--- config.mk ---
export PLATFORM = sky130hd
export DESIGN_NAME = multicycle_control_fsm
export DESIGN_NICKNAME = d
export VERILOG_FILES = /design/src/rtl/multicycle_control_fsm.sv
export SDC_FILE = /design/constraint.sdc
export NUM_CORES = 1
export LEC_CHECK = 0
export BUFFER_PORTS_ARGS = -buffer_cell sky130_fd_sc_hd__buf_2
export CORE_AREA = 3 3 40 42
export CTS_BUF_LIST = sky130_fd_sc_hd__clkbuf_16
export DETAILED_ROUTE_END_ITERATION = 16
export DIE_AREA = 0 0 43 45
export SLEW_MARGIN = 25
export SYNTH_ARGS = -nofsm -noshare
export SYNTH_HDL_FRONTEND = slang
export SYNTH_SLANG_ARGS = --single-unit
--- constraint.sdc ---
create_clock -name clk -period 1.55 [get_ports clk]
set_clock_uncertainty 0.05 [all_clocks]
set_input_delay 0 -clock clk [delete_from_list [all_inputs] [get_ports clk]]
set_output_delay 0 -clock clk [all_outputs]
set_load 0.01 [all_outputs]
--- src/rtl/multicycle_control_fsm.sv ---
// Main control FSM of the multicycle CPU: a Moore machine that decodes the IR
// opcode and drives the datapath strobes for each step of an instruction.
module multicycle_control_fsm (
  input  logic       clk,
  input  logic       reset,
  input  logic [5:0] op,
  output logic       PCWrite,
  output logic       PCWriteIfZero,
  output logic       PCWriteIfNonZero,
  output logic       IorD,
  output logic       MemRead,
  output logic       MemWrite,
  output logic       IRWrite,
  output logic       MemtoReg,
  output logic       RegDst,
  output logic       RegWrite,
  output logic       ALUSrcA,
  output logic [1:0] ALUSrcB,
  output logic [1:0] ALUOp,
  output logic [1:0] PCSource,
  output logic       illegal_op
);

  localparam logic [5:0] OP_RTYPE = 6'b000000;
  localparam logic [5:0] OP_LW    = 6'b100011;
  localparam logic [5:0] OP_SW    = 6'b101011;
  localparam logic [5:0] OP_BEQ   = 6'b000100;
  localparam logic [5:0] OP_BNE   = 6'b000101;
  localparam logic [5:0] OP_ADDI  = 6'b001000;
  localparam logic [5:0] OP_J     = 6'b000010;

  typedef enum logic [3:0] {
    S_INIT   = 4'd0,
    S_FETCH  = 4'd1,
    S_DECODE = 4'd2,
    S_MEMADR = 4'd3,
    S_MEMRD  = 4'd4,
    S_MEMWB  = 4'd5,
    S_MEMWR  = 4'd6,
    S_REX    = 4'd7,
    S_RWB    = 4'd8,
    S_BEQ    = 4'd9,
    S_BNE    = 4'd10,
    S_AEX    = 4'd11,
    S_AWB    = 4'd12,
    S_JMP    = 4'd13,
    S_ILL    = 4'd14
  } state_t;

  state_t state, state_next;

  // NOTE: sequential state uses non-blocking assignments so every flop samples
  // pre-edge values; combinational logic below uses blocking assignments.
  always_ff @(posedge clk or posedge reset) begin
    if (reset) state <= S_INIT;
    else       state <= state_next;
  end

  always_comb begin
    // NOTE: every output gets a default before the case, so no path can leave
    // a signal unassigned and infer a latch.
    state_next       = S_FETCH;
    PCWrite          = 1'b0;
    PCWriteIfZero    = 1'b0;
    PCWriteIfNonZero = 1'b0;
    IorD             = 1'b0;
    MemRead          = 1'b0;
    MemWrite         = 1'b0;
    IRWrite          = 1'b0;
    MemtoReg         = 1'b0;
    RegDst           = 1'b0;
    RegWrite         = 1'b0;
    ALUSrcA          = 1'b0;
    ALUSrcB          = 2'b00;
    ALUOp            = 2'b00;
    PCSource         = 2'b00;
    illegal_op       = 1'b0;

    unique case (state)
      S_INIT: ;
      S_FETCH: begin
        MemRead    = 1'b1;
        IRWrite    = 1'b1;
        ALUSrcB    = 2'b01;
        PCWrite    = 1'b1;
        state_next = S_DECODE;
      end
      S_DECODE: begin
        ALUSrcB = 2'b11;
        case (op)
          OP_LW, OP_SW: state_next = S_MEMADR;
          OP_RTYPE:     state_next = S_REX;
          OP_BEQ:       state_next = S_BEQ;
          OP_BNE:       state_next = S_BNE;
          OP_ADDI:      state_next = S_AEX;
          OP_J:         state_next = S_JMP;
          default:      state_next = S_ILL;
        endcase
      end
      S_MEMADR: begin
        ALUSrcA    = 1'b1;
        ALUSrcB    = 2'b10;
        // Only lw/sw reach here and IR holds op, so anything but lw is a store.
        state_next = (op == OP_LW) ? S_MEMRD : S_MEMWR;
      end
      S_MEMRD: begin
        MemRead    = 1'b1;
        IorD       = 1'b1;
        state_next = S_MEMWB;
      end
      S_MEMWB: begin
        RegWrite = 1'b1;
        MemtoReg = 1'b1;
      end
      S_MEMWR: begin
        MemWrite = 1'b1;
        IorD     = 1'b1;
      end
      S_REX: begin
        ALUSrcA    = 1'b1;
        ALUOp      = 2'b10;
        state_next = S_RWB;
      end
      S_RWB: begin
        RegWrite = 1'b1;
        RegDst   = 1'b1;
      end
      S_BEQ: begin
        ALUSrcA       = 1'b1;
        ALUOp         = 2'b01;
        PCSource      = 2'b01;
        PCWriteIfZero = 1'b1;
      end
      S_BNE: begin
        ALUSrcA          = 1'b1;
        ALUOp            = 2'b01;
        PCSource         = 2'b01;
        PCWriteIfNonZero = 1'b1;
      end
      S_AEX: begin
        ALUSrcA    = 1'b1;
        ALUSrcB    = 2'b10;
        state_next = S_AWB;
      end
      S_AWB:   RegWrite = 1'b1;
      S_JMP: begin
        PCSource = 2'b10;
        PCWrite  = 1'b1;
      end
      S_ILL:   illegal_op = 1'b1;
      default: ;
    endcase
  end

endmodule
==> impl_metrics.toml <==
[pwr]
intPower_mw = 0.825
switching_power_mw = 0.625
swShare_pct = 43.1
p_leak_nw = 0.349
p_clk_share_pct = 27.9
peakVddDrop_v = 0.00106
power_frac_comb_pct = 55.7
power_density_nw_per_um2 = 2090
p_seq_share_pct = 16.4

[route]
antenna_left = 0
viasPerCell = 5.20
drt-pass1-iter-count = 4
wirelength_mm = 1.40
first_iter_violations = 9
vias = 577
wl_per_cell_microns = 12.6
drcViolationCount = 0

[final_layout]
largest_reg_flops = 4
final_common_cell = "buf_2"
nFillCells = 117
fin_area_sq_um = 693
largest_register = "state"
layout_common_cells = "25 x buf_2, 13 x nor2_1, 6 x nor3_1, 6 x nand2_1, 4 x nand2b_1"
stdcell_count = 111
antenna_cells = 0
synthToLayoutAreaGrowth_pct = 54.3
nets = 106
top_regs = "state (4)"
multiInputGateArea_sq_um = 314
seq_area_sq_um = 103
drive_above_1_share_pct = 36.5

[logic_synthesis]
yosys_warnings = 0
synth.distinct_cells = 26
synth_area_per_cell_sq_um = 6.61
syn_area_sq_um = 449
syn-num-nets = 76
yosysTopAreaCell = "dfrtp_1"
synth_top_area_share_pct = 22.3
ys_seq_area_share_pct = 22.3
ys_seq_elements = 4
synth_cells = 68
synthTopCellsByArea = "dfrtp_1 22%, nor2_1 11%, nor3_1 6.7%"

[sta]
max_slew_margin_pct = 76.3
post-route-period-util_pct = 92.9
fmax_mhz = 694
setup-tns-final_ns = 0
period_needed_ns = 1.44
slew_violations = 0
finalSetupViolCount = 0
tightest_slew_ns = 0.347
hold_viol_final = 0
rsz0062_at_grt = "false"

[global_routing]
antenna_found_initial = 0
grt_pass1_vias = 519
grt_max_degree = 14
grt-ovfl-total = 0
track_usage_pct = 15.7
grt_pass1_wl_mm = 2.26

[clock_tree]
cts-root-buf = "clkbuf_16"
cts_made_buffers = 3
clk_pin_slew_worst_paths_ns = 0.03
tritoncts = "done"
cts-htree-levels = 1
cts_sinks = 4
max-clock-path-buffers = 2
clock_latency_ns = 0.22

[outcome]
status = "finished, final reports clean"

[placed_design]
hpwl_mm = 1.04
dpl.cell_count = 106
place.gp.congestion = 0.749
place_area_sq_um = 596
io_buffers = 25

[critical_path]
slowest_delay_ns = 0.37
required_ns = 1.50
arrival_ns = 1.39
slowest_stage = "dfrtp_1"
end_kind = "output pin"
critPathMaxFanout = 8
crit_type = "flop to output pin"
r2r_start = "state[3]"
startpoint_type = "flop"
crit_family = "buffers and inverters"
path_cells = "inv_2, buf_4, nand2_1, a211oi_1, buf_2"
critPathBufInv = 3
timing.critical_path.from = "state[1]"

[flow_run]
maxCapViolCount = 0

[die]
chipWidth_microns = 43
die_h_microns = 45
design.die.area_sq_um = 1940
rows = 13
initial_core_util_pct = 35.0
io_pins = 26
core_area_sq_um = 1280

[min_path]
hold_class = "input pin to asynchronous set/reset pin"
-- path summary, 6_finish.rpt --
path                         endpoint  slack (ns)  depth (start not counted)
max                        ALUSrcB[0]        0.11                          5
min                          state[2]        0.15                          3
max reg2reg                  state[2]        0.27                          3
min reg2reg                  state[1]        0.55                          1
max in group asynchronous    state[3]        1.13                          3
min in group clk             state[2]        0.22                          4
-- layout make-up --
type,count,share of cell area (%)
clock buffers,3,10.8
inverters,4,2.17
multi-input cells,55,45.3
flip-flops and latches,4,14.8
well taps,15,2.71
repair buffers,30,24.2
-- cell usage after synthesis --
| cell type | count |
|---|---|
| nor2_1 | 13 |
| nand2_1 | 6 |
| nor3_1 | 6 |
| clkbuf_1 | 4 |
| dfrtp_1 | 4 |
| inv_1 | 4 |
| nand2b_1 | 4 |
| a21oi_1 | 3 |
| nor4_1 | 3 |
| o21ai_0 | 3 |
| a211oi_1 | 2 |
| nand3_1 | 2 |
| a2111oi_0 | 1 |
| a211oi_2 | 1 |
| a221o_1 | 1 |
| a221oi_1 | 1 |
| clkbuf_2 | 1 |
| maj3_1 | 1 |
| nor2b_1 | 1 |
| o21a_1 | 1 |
| o21bai_1 | 1 |
| o41ai_1 | 1 |
| or3b_1 | 1 |
| or4_1 | 1 |
| xnor2_1 | 1 |
| xor2_1 | 1 |
-- power groups by stage --
stage                     sequential (mW)  clock [mW]  combinational (mW)
after floorplan                     0.171           0               0.569
after global placement              0.231           0               0.805
after detailed placement            0.230           0               0.803
after CTS                           0.232       0.409               0.809
after global routing                0.248       0.417               0.899
final                               0.238       0.405               0.807
-- what timing repair did --
item	CTS	global route
endpoints found under the hold margin	5	0
endpoints found under the setup margin	0	5
hold buffers	2	0
buffers inserted	0	0
gates resized for setup	0	3
-- metal layers --
layer,global-route usage [%],wire length [microns],vias to the layer above
met1,20.2,643,260
li1,-,-,300
met3,5.98,80,0
met5,0,0,-
met2,24.3,677,17
met4,5.42,0,0
-- per-stage QoR --
| step | total power [mW] | util [%] | worst slack [ns] | hold WS, ns |
|---|---|---|---|---|
| 2_1_floorplan | 0.740 | - | 0.243 | -0.284 |
| 3_3_place_gp | 1.04 | 46.3 | 0.157 | -0.163 |
| 3_5_place_dp | 1.03 | 46.3 | 0.168 | -0.165 |
| 4_1_cts | 1.45 | 53.7 | 0.00873 | 0.149 |
| 5_1_grt | 1.56 | 53.9 | 0.0358 | 0.178 |
| 6_report | 1.45 | 53.9 | 0.110 | 0.153 |
-- kinds of logic (layout without fill, tap and decap cells) --
logic type | after synthesis | after routing | synth area share (%)
and+or+nand+nor | 37 | 37 | 39.6
AOI/OAI and AO/OA | 15 | 15 | 24.2
buffers and inverters | 9 | 37 | 7.80
DFF | 4 | 4 | 22.3
xor gates and xnor gates | 2 | 2 | 3.90
adders and majority gates | 1 | 1 | 2.23
-- worst register-to-register path, delay by kind of cell (launching register included) --
kind / cells / cell delay [ns]
compound gates: 1 / 0.26
flops: 1 / 0.47
simple gates: 2 / 0.38
Power figures use the tool's default switching activity.
